**src/rtl/branch_resolve.sv**
```systemverilog
// Execute-stage branch/jump resolution: taken decision, target, fetch PC register,
// post-redirect squash window and misaligned-target trap hand-off.
module branch_resolve #(
    parameter int                XLEN        = 32,
    parameter logic [XLEN-1:0]   RESET_PC    = 32'h0000_0000,
    parameter logic [XLEN-1:0]   TRAP_VEC    = 32'h0000_0100,
    parameter int                FLUSH_DEPTH = 2
) (
    input  logic            clk_i,
    input  logic            rst_ni,
    input  logic            stall_i,
    input  logic            ex_valid_i,
    input  logic            ex_is_branch_i,
    input  logic            ex_is_jal_i,
    input  logic            ex_is_jalr_i,
    input  logic [2:0]      ex_funct3_i,
    input  logic [XLEN-1:0] ex_pc_i,
    input  logic [XLEN-1:0] ex_imm_i,
    input  logic [XLEN-1:0] ex_rs1_data_i,
    input  logic            br_less_i,
    input  logic            br_equal_i,
    input  logic            trap_ack_i,
    output logic            br_unsigned_o,
    output logic [XLEN-1:0] pc_o,
    output logic [XLEN-1:0] link_o,
    output logic            redirect_o,
    output logic            flush_o,
    output logic            illegal_o,
    output logic            trap_o,
    output logic [XLEN-1:0] trap_addr_o
);

    typedef enum logic [1:0] {
        RUN   = 2'd0,
        FLUSH = 2'd1,
        TRAP  = 2'd2
    } state_t;

    localparam logic [2:0]      FLUSH_INIT = 3'(FLUSH_DEPTH);
    localparam logic [XLEN-1:0] INSN_BYTES = XLEN'(4);

    state_t          state_q, state_d;
    logic [2:0]      cnt_q, cnt_d;
    logic [XLEN-1:0] pc_q, pc_d;
    logic            flush_q, flush_d;
    logic            trap_q, trap_d;
    logic [XLEN-1:0] trap_addr_q, trap_addr_d;

    logic            cond_taken;
    logic            cond_illegal;
    logic            take;
    logic            in_run;
    logic            event_hit;
    logic            misaligned;
    logic [XLEN-1:0] target;
    logic [XLEN-1:0] jalr_sum;

    // Decision datapath: purely combinational, same cycle as the EX inputs.
    always_comb begin
        // NOTE: every always_comb output gets a default first so no path infers a latch.
        cond_taken   = 1'b0;
        cond_illegal = 1'b0;
        unique case (ex_funct3_i)
            3'b000:         cond_taken   = br_equal_i;
            3'b001:         cond_taken   = !br_equal_i;
            3'b100, 3'b110: cond_taken   = br_less_i;
            3'b101, 3'b111: cond_taken   = !br_less_i;
            default:        cond_illegal = 1'b1;
        endcase

        jalr_sum = ex_rs1_data_i + ex_imm_i;
        if (ex_is_jalr_i) begin
            target = {jalr_sum[XLEN-1:1], 1'b0};
        end else begin
            target = ex_pc_i + ex_imm_i;
        end

        in_run     = (state_q == RUN);
        take       = ex_is_jalr_i || ex_is_jal_i || (ex_is_branch_i && cond_taken);
        event_hit  = ex_valid_i && in_run && take;
        misaligned = event_hit && target[1];
    end

    assign br_unsigned_o = ex_funct3_i[1];
    assign link_o        = ex_pc_i + INSN_BYTES;
    assign redirect_o    = event_hit && !misaligned;
    assign illegal_o     = ex_valid_i && in_run && ex_is_branch_i && cond_illegal;

    // Next-state logic for the PC / squash / trap FSM.
    always_comb begin
        state_d     = state_q;
        cnt_d       = cnt_q;
        pc_d        = pc_q;
        flush_d     = flush_q;
        trap_d      = 1'b0;
        trap_addr_d = trap_addr_q;

        unique case (state_q)
            RUN: begin
                if (redirect_o) begin
                    // Redirect wins over fetch back-pressure.
                    pc_d    = target;
                    cnt_d   = FLUSH_INIT;
                    flush_d = 1'b1;
                    state_d = FLUSH;
                end else if (misaligned) begin
                    pc_d        = TRAP_VEC;
                    trap_d      = 1'b1;
                    trap_addr_d = target;
                    flush_d     = 1'b1;
                    state_d     = TRAP;
                end else if (!stall_i) begin
                    pc_d = pc_q + INSN_BYTES;
                end
            end
            FLUSH: begin
                if (!stall_i) begin
                    pc_d = pc_q + INSN_BYTES;
                    if (cnt_q <= 3'd1) begin
                        cnt_d   = 3'd0;
                        flush_d = 1'b0;
                        state_d = RUN;
                    end else begin
                        cnt_d = cnt_q - 3'd1;
                    end
                end
            end
            TRAP: begin
                if (trap_ack_i) begin
                    flush_d = 1'b0;
                    state_d = RUN;
                end
            end
            default: begin
                state_d = RUN;
                flush_d = 1'b0;
                cnt_d   = 3'd0;
            end
        endcase
    end

    always_ff @(posedge clk_i) begin
        // NOTE: sequential state uses non-blocking assignments so all registers update together.
        if (!rst_ni) begin
            state_q     <= RUN;
            cnt_q       <= 3'd0;
            pc_q        <= RESET_PC;
            flush_q     <= 1'b0;
            trap_q      <= 1'b0;
            trap_addr_q <= '0;
        end else begin
            state_q     <= state_d;
            cnt_q       <= cnt_d;
            pc_q        <= pc_d;
            flush_q     <= flush_d;
            trap_q      <= trap_d;
            trap_addr_q <= trap_addr_d;
        end
    end

    assign pc_o        = pc_q;
    assign flush_o     = flush_q;
    assign trap_o      = trap_q;
    assign trap_addr_o = trap_addr_q;

endmodule

```
**config.mk**
```make
export PLATFORM = sky130hd
export DESIGN_NAME = branch_resolve
export DESIGN_NICKNAME = d
export VERILOG_FILES = /design/src/rtl/branch_resolve.sv
export SDC_FILE = /design/constraint.sdc
export NUM_CORES = 1
export LEC_CHECK = 0
export ABC_AREA = 1
export BUFFER_PORTS_ARGS = -buffer_cell sky130_fd_sc_hd__buf_2
export CAP_MARGIN = 20
export CORE_MARGIN = 2
export CORE_UTILIZATION = 45
export CTS_CLUSTER_SIZE = 10
export DETAILED_ROUTE_END_ITERATION = 16
export MAX_ROUTING_LAYER = met4
export PLACE_DENSITY = 0.68
export SYNTH_ARGS = -nofsm -noshare
export SYNTH_HDL_FRONTEND = slang
export SYNTH_SLANG_ARGS = --single-unit
```
**constraint.sdc**
```tcl
create_clock -name clk_i -period 3.7 [get_ports clk_i]
set_clock_uncertainty 0.05 [all_clocks]
set_input_delay 1.11 -clock clk_i [delete_from_list [all_inputs] [get_ports clk_i]]
set_output_delay 1.11 -clock clk_i [all_outputs]
set_load 0.01 [all_outputs]
```
; ---- Word-level counts from Yosys, hierarchy flattened
; Index checks and enable logic that the tools add are counted.
[word_totals]
ff_bits = 71
latchBits = 0
mem_bits_rw = 0
mem_bits_ro = 0
output_inout_bits = 101
word_cells = 74
memories = 0
[op_classes]
addsub = 5
n_mul = 0
n_div = 0
order_cmp = 1
n_eq_ne = 12
shifts = 0
mux = 24
bitwise = 4
n_reduce_logical = 22
[ops]
columns = cell, count
row1 = 32-bit two-way mux, 4
row2 = "32-bit by 3-bit adder with 32-bit output, second input constant", 2
row3 = 32-bit adder, 2
row4 = 32-bit one-hot mux with 2 select lines, 1
row5 = "3-bit == test, second input constant", 4
row6 = 2-bit two-way mux, 5
row7 = 3-bit two-way mux, 3
row8 = 3-bit one-hot mux with 3 select lines, 1
row9 = "2-bit != test, second input constant", 4
row10 = 1-bit logical AND, 7
row11 = 1-bit two-way mux, 7
row12 = 2-bit one-hot mux with 3 select lines, 1
row13 = 3-bit AND reduction, 2
row14 = 6-bit OR reduction, 1
row15 = 1-bit NOT, 4
row16 = 1-bit one-hot mux with 4 select lines, 1
row17 = 4-bit AND reduction, 1
row18 = 2-bit OR reduction, 2
row19 = "3-bit by 1-bit == test with 1-bit output, second input constant", 1
row20 = "3-bit by 1-bit less-or-equal comparator with 1-bit output, second input constant", 1
row21 = 1-bit zero test, 3
row22 = 3-bit zero test, 1
row23 = "3-bit by 2-bit != test with 1-bit output, second input constant", 1
row24 = 1-bit one-hot mux with 3 select lines, 1
row25 = 7 further kinds, 8

; ---- Longest topological paths before layout
; Gate-level depths: netlist of run 1.
[depth]
ltp_word = 11
mapped_depth = 17
ltp_nobuf = 17

; ---- Least setup slack after synthesis of run 1
; No wires, ideal clock.
[synth_path]
path_kind = input port to output port
from = in ex_pc_i[2]
to = out link_o[26]
arrival_ps = 2372
required_ps = 2540
path_slack_ps = 168
stages = 9
n_path_buf = 0
path_cell_list = ha_1 -> nand3_1 -> nor2_1 -> nand2_1 -> nor2_4 -> nand3_2 -> nor3_2 -> nand3_1 -> xnor2_1
[synth_between]
elab_chain_cells = 1
[synth_rtl]
columns = element, line_no
row1 = start: declaration, 17  ; input logic [XLEN-1:0] ex_pc_i,
row2 = 32-bit by 3-bit adder with 32-bit output, 85  ; assign link_o = ex_pc_i + INSN_BYTES;
row3 = end: declaration, 25  ; output logic [XLEN-1:0] link_o,
; Every way passes these cells.

; ---- Worst setup path after layout of run 1
[layout_path]
from = in ex_pc_i[3]
to = out link_o[31]
; The elaborated chain is that of the path after synthesis.

==> reports/results.txt, run 1 <==
via count: 11,396
Layout area overhead: 20.1%
vias per inst: 4.91
post-layout min period: 3.67 ns
r2r setup slk: 1.48 ns
post-synthesis register bit count: 71
Post-synth ARST share: 0
Mapped Area: 9740 sq um
vias in the first global route: 10,262
Synth Instances: 1,818
period utilization: 0.992
I/O Buffers: 209
DRC violations left: 0
leading area contributor after synthesis: nand2_1
Total GRT Usage: 0.304
Max Fanout on Critical Path: 3
PwrDens: 293 nW/um^2
Die Y: 151 um
Gate power share: 0.443
unrepaired setup endpoints after global routing: true
core area: 21,200 sq um
syn avg cell area: 5.36 sq um
Ant. Diodes: 0
total leakage power: 6.98 nW
Final nets: 2,215
Worst Path Required: 2.54 ns
WL final: 33.6 mm
post-route ant nets: 0
setup_tns: 0 ns
drt pass-1 iters: 5
Pins Over Slew Limit: 0
Seq pwr share: 0.275
Worst-Margin Slew: 0.602 ns
top-area cell type share of the netlist area: 0.266
Post-synth EDFFs: 0
final setup fails: 0
clk_lat worst skew: 0.34 ns
htree depth: 3
hold_buf cts: 0
total power: 3.43 mW
row count: 53
kind of critical path: in -> out
antenna violations before repair: 0
Synth Net Count: 1,994
Fmax: 0.272 GHz
crit path DAT: 2.51 ns
gr ovfl total: 0
CP Capture Type: primary output
Clock power frac: 0.282
Placed Instances: 2,298
top post-synthesis cells by area: nand2_1 (27%), dfxtp_1 (15%), inv_1 (13%), nand3_1 (8.6%), ha_1 (8.4%)
CTS Buf Count: 9
DRT iter0 DRCs: 672
die width: 151 um
worst vdd ir: 0.213 mV
Worst slew margin: 0.597
prevailing post-synth register cell: dfxtp_1
CTS sink cnt: 71
largest net degree at the start of global routing: 62
outcome: finished, final reports clean
CTS tree: yes
share of cells above drive strength 1: 0.161
WL/cell: 14.5 um
register area share after synthesis: 0.146
Switch Pwr: 1.45 mW
final instance area: 11,700 sq um
synth unique cells: 51
die area: 22,800 sq um
Util after Layout: 0.553
Layout fillers: 2,308
sw frac: 0.422
Max Cap Violations: 0
Root Buffer: clkbuf_16
clk slew on worst S/H paths: 0.06 ns
worst hold path class: reg -> reg
Initial Util: 0.460
num ports: 210
Placed Instance Area: 11,200 sq um
Internal Power: 1.98 mW
CP Launch Type: input pin
number of failing hold endpoints at the final stage: 0
Non-Filler Instances: 2,319
first-pass GRT wire length: 53.0 mm
Yosys warnings: 0
routability cong.: 0.969
maximum clock insertion buffer count: 2
DP HPWL: 28.6 mm
[synthesized netlist by cell type (5+ instances only)]
cell type / n
nand2_1: 691
inv_1: 345
nand3_1: 167
nor2_1: 139
dfxtp_1: 71
a21oi_1: 66
ha_1: 65
xor2_1: 37
nor3_1: 22
inv_2: 18
o21ai_1: 17
o21a_1: 15
nand4_1: 13
xnor2_1: 13
o211ai_1: 12
o21ai_0: 12
buf_2: 10
a31oi_1: 8
clkbuf_1: 8
nand2_2: 8
nand3b_1: 8
nor2_4: 7
buf_4: 6
nor2_2: 6
nor3_2: 5
[stage by stage]
stage / setup WS, ns / hold slack, ns
floorplan: 0.168 / 0.389
global placement: -0.124 / 0.369
detailed placement: -0.138 / 0.378
CTS: -0.0638 / 0.388
global route: -0.0953 / 0.423
finish: 0.0295 / 0.382
[cells by family after synthesis]
logic type / synth area share
adder cells (fa/ha/maj): 0.0876
multiplexers: 0.00103
flip-flops: 0.146
AO/OA/AOI/OAI: 0.0877
AND/OR/NAND/NOR: 0.474
XOR/XNOR: 0.0450
buffers and inverters: 0.159
[area by class of cell]
class / count / area, sq um / share of cell area
clock buffer: 9 / 225 / 0.0192
clock inverter: 7 / 103 / 0.00877
inverter: 367 / 1380 / 0.118
multi-input combinational: 1350 / 6890 / 0.589
sequential: 71 / 1420 / 0.121
tap: 275 / 344 / 0.0294
timing repair buffer: 240 / 1330 / 0.114
[cell usage in the layout (no fill, tap or decap), types with 5 or more instances in the layout]
| cell | n |
|---|---|
| nand3_2 | 5 |
| nand2_2 | 9 |
| nand4_1 | 13 |
| clkbuf_16 | 9 |
| nand2_1 | 688 |
| xnor2_1 | 12 |
| o21a_1 | 15 |
| nor2_1 | 135 |
| o211ai_1 | 12 |
| dfxtp_1 | 71 |
| nand3_4 | 5 |
| inv_2 | 18 |
| nand3b_1 | 8 |
| nand3_1 | 164 |
| ha_1 | 64 |
| o21ai_0 | 12 |
| o21ai_1 | 17 |
| xor2_1 | 37 |
| inv_1 | 345 |
| nor2_2 | 7 |
| nor2_4 | 10 |
| a21oi_1 | 66 |
| buf_4 | 30 |
| a31oi_1 | 8 |
| buf_2 | 203 |
| nor3_1 | 21 |
[per-layer routing]
layer / routed length (um) / track usage
met5: 0 / -
met4: 467 / 0.0439
met3: 1660 / 0.0319
met2: 15400 / 0.503
met1: 16100 / 0.412
[power by group through the flow]
stage / Sequential [mW] / Clock [mW] / Combinational, mW
2_1_floorplan: 0.969 / 0 / 0.975
5_1_grt: 0.953 / 1.01 / 1.72
6_report: 0.941 / 0.966 / 1.52
4_1_cts: 0.941 / 0.972 / 1.51
3_5_place_dp: 0.957 / 0 / 1.50
3_3_place_gp: 0.956 / 0 / 1.48
[what timing repair did]
action,4_1_cts,5_1_grt
gates resized for setup,12,22
setup buffers,3,2
pin swaps,8,12
setup endpoints to repair,8,11
[critical path: stages]
cell     delay, ns
buf_8         0.08
buf_6         0.09
nand3_4       0.07
inv_2         0.07
nand2_4       0.06
nor2_4        0.13
nand3_4       0.11
nor2_4        0.15
nand4_4       0.13
nor3_4        0.20
xor2_1        0.17
buf_2         0.15
[path summary, 6_finish.rpt]
path               from          to  depth (start not counted)
max reg2reg  state_q[1]    pc_o[17]                         10
min             pc_o[1]     pc_o[1]                          2
min reg2reg     pc_o[1]     pc_o[1]                          2
max          ex_pc_i[3]  link_o[31]                         12
[registers in the layout, indices dropped and copies added (netlist names)]
signal and cells:
pc_o 32, trap_addr_o 32, cnt_q 3, state_q 2, flush_o 1, trap_o 1
Note: power is estimated with default switching activity, not from simulation.
==> run 2: changes to the inputs <==
Settings changed: REMOVE_ABC_BUFFERS set to 1.
==> run 2 against run 1 <==
Effect of this change:
- global-route usage is 0.32 points lower
- sequential cell count unchanged
- critical endpoint is now link_o[23]
- routed wire length decreased by 1.2%
- critical path depth is the same
- critical path type unchanged
- register-to-register slack better by 0.09 ns
- largest power group unchanged
- maximum frequency rose by 0.57%
- die area stayed put
==> reports/results.txt, run 2 (synthesis results as in run 1) <==
CP Launch Type: input pin (unchanged)
Max Cap Violations: 0 (unchanged)
Placed Instance Area: 11,200 sq um (about the same)
die width: 151 um (unchanged)
Max Fanout on Critical Path: 3 (unchanged)
clk_lat worst skew: 0.34 ns (about the same)
DP HPWL: 28.3 mm (was 28.6 mm)
routability cong.: 1.04 (was 0.969)
via count: 11,451 (was 11,396)
Final nets: 2,221 (was 2,215)
CP Cell Sequence: buf_6, buf_4, nand3_4, inv_2, nand2_2, nor2_4, nand3_4, nor2_4, nand4_4, buf_4, xnor2_1, buf_2 (was buf_8, buf_6, nand3_4, inv_2, nand2_4, nor2_4, nand3_4, nor2_4, nand4_4, nor3_4, xor2_1, buf_2)
post-route ant nets: 0 (unchanged)
Initial Util: 0.460 (unchanged)
maximum clock insertion buffer count: 2 (unchanged)
Root Buffer: clkbuf_16 (unchanged)
Endpoint, Worst Hold: pc_o[1] (unchanged)
r2r setup slk: 1.57 ns (was 1.48 ns)
CTS sink cnt: 71 (unchanged)
Hold Path Cell Cnt: 2 (unchanged)
first-pass GRT wire length: 52.4 mm (was 53.0 mm)
Worst-Margin Slew: 0.645 ns (was 0.602 ns)
crit path DAT: 2.49 ns (was 2.51 ns)
Layout area overhead: 20.1% (about the same)
Worst Path Required: 2.54 ns (about the same)
Worst slew margin: 0.568 (was 0.597)
CTS tree: yes (unchanged)
clk slew on worst S/H paths: 0.06 ns (about the same)
FF-to-FF path depth: 10 (unchanged)
period utilization: 0.986 (was 0.992)
unrepaired setup endpoints after global routing: true (unchanged)
antenna violations before repair: 1 (was 0)
drt pass-1 iters: 5 (unchanged)
DRC violations left: 0 (unchanged)
total leakage power: 6.98 nW (about the same)
largest net degree at the start of global routing: 62 (unchanged)
DRT iter0 DRCs: 631 (was 672)
vias in the first global route: 10,270 (was 10,262)
Worst path slowest cell: buf_4 (was nor3_4)
Setup WS pre-CTS: -0.0600 ns (was -0.138 ns)
delay of the slowest critical-path stage: 0.17 ns (was 0.20 ns)
htree depth: 3 (unchanged)
commonest cells after routing, fill and taps aside: nand2_1 (689), inv_1 (345), buf_2 (207), nand3_1 (164), nor2_1 (134) (was nand2_1 (688), inv_1 (345), buf_2 (203), nand3_1 (164), nor2_1 (135))
WL final: 33.2 mm (was 33.6 mm)
Buf/Inv on CP: 5 (was 4)
num ports: 210 (unchanged)
number of failing hold endpoints at the final stage: 0 (unchanged)
most common cell after layout, fill and taps aside: nand2_1 (unchanged)
worst hold path class: reg -> reg (unchanged)
Die Y: 151 um (unchanged)
final instance area: 11,700 sq um (about the same)
final worst slack: 0.0504 ns (was 0.0295 ns)
Pins Over Slew Limit: 0 (unchanged)
outcome: finished, final reports clean (unchanged)
worst vdd ir: 0.285 mV (was 0.213 mV)
hold_sp: pc_o[1] (unchanged)
PwrDens: 289 nW/um^2 (was 293 nW/um^2)
vias per inst: 4.92 (was 4.91)
gr ovfl total: 0 (unchanged)
Fmax: 0.274 GHz (was 0.272 GHz)
I/O Buffers: 209 (unchanged)
Critical R2R Capture: pc_o[28] (was pc_o[17])
core area: 21,200 sq um (unchanged)
share of cells above drive strength 1: 0.163 (was 0.161)
kind of critical path: in -> out (unchanged)
CP Capture Type: primary output (unchanged)
CTS Buf Count: 9 (unchanged)
die area: 22,800 sq um (unchanged)
CP top delay family: simple AND/OR/NAND/NOR gates (unchanged)
post-layout min period: 3.65 ns (was 3.67 ns)
row count: 53 (unchanged)
Final Hold Slack: 0.378 ns (was 0.382 ns)
WL/cell: 14.3 um (was 14.5 um)
final setup fails: 0 (unchanged)
Reg2Reg Launch Point: pc_o[2] (was state_q[1])
Total GRT Usage: 0.301 (was 0.304)
-- run 2: per-layer routing --
| metal | vias to the layer above | global-route usage | part of all wire |
|---|---|---|---|
| li1 | 6067 | - | - |
| met1 | 5031 | 0.397 | 0.47 |
| met2 | 312 | 0.501 | 0.46 |
| met3 | 41 | 0.0292 | 0.047 |
| met4 | 0 | 0.0659 | 0.020 |
| met5 | - | - | 0 |
-- run 2: area by class of cell --
cell class,count,area (sq um)
repair buffers,246,1350
well taps,275,344
diodes,1,2.50
flip-flops and latches,71,1420
inverters,367,1380
multi-input cells,1350,6880
fillers,2297,9460
clock buffers,9,225
clock inverters,7,87.6
-- run 2: report_power, final --
part / internal, mW / leakage (nW) / switching (mW) / total [mW]
Sequential: 0.851 / 0.581 / 0.0936 / 0.944
Clock: 0.538 / 0.148 / 0.383 / 0.921
Combinational: 0.531 / 6.25 / 0.981 / 1.51
-- run 2: repair_timing --
item                                    4_1_cts  5_1_grt
pin swaps                                    11        8
endpoints found under the setup margin        8       12
setup buffers                                10        3
gates resized for setup                      17       10
hold buffers                                  0        0
hold endpoints to repair                      0        0
-- run 2: how the worst max path moves through the flow --
stage | from | endpoint | slack (ns) | cells after the start
global route | ex_pc_i[5] | link_o[23] | -0.04 | 11
detailed placement | ex_pc_i[2] | link_o[24] | -0.06 | 11
CTS | ex_pc_i[3] | link_o[24] | 0.004 | 11
global placement | ex_pc_i[2] | link_o[24] | -0.06 | 11
floorplan | ex_pc_i[2] | link_o[26] | 0.17 | 9
finish | ex_pc_i[2] | link_o[23] | 0.05 | 12
-- run 2: worst min-delay path, stage by stage, from the launching register on --
cell and delay (ns):
dfxtp_1 0.31, nand2_1 0.05, nor2_1 0.03
-- run 2: metrics by stage --
step / cells / power, mW / setup TNS (ns) / utilization
2_1_floorplan: 1788 / 1.91 / 0 / -
4_1_cts: 2323 / 3.38 / 0 / 0.550
5_1_grt: 2326 / 3.63 / -0.0592 / 0.553
6_report: 2326 / 3.38 / 0 / 0.553
3_5_place_dp: 2297 / 2.45 / -0.258 / 0.528
3_3_place_gp: 2297 / 2.43 / -0.137 / 0.528
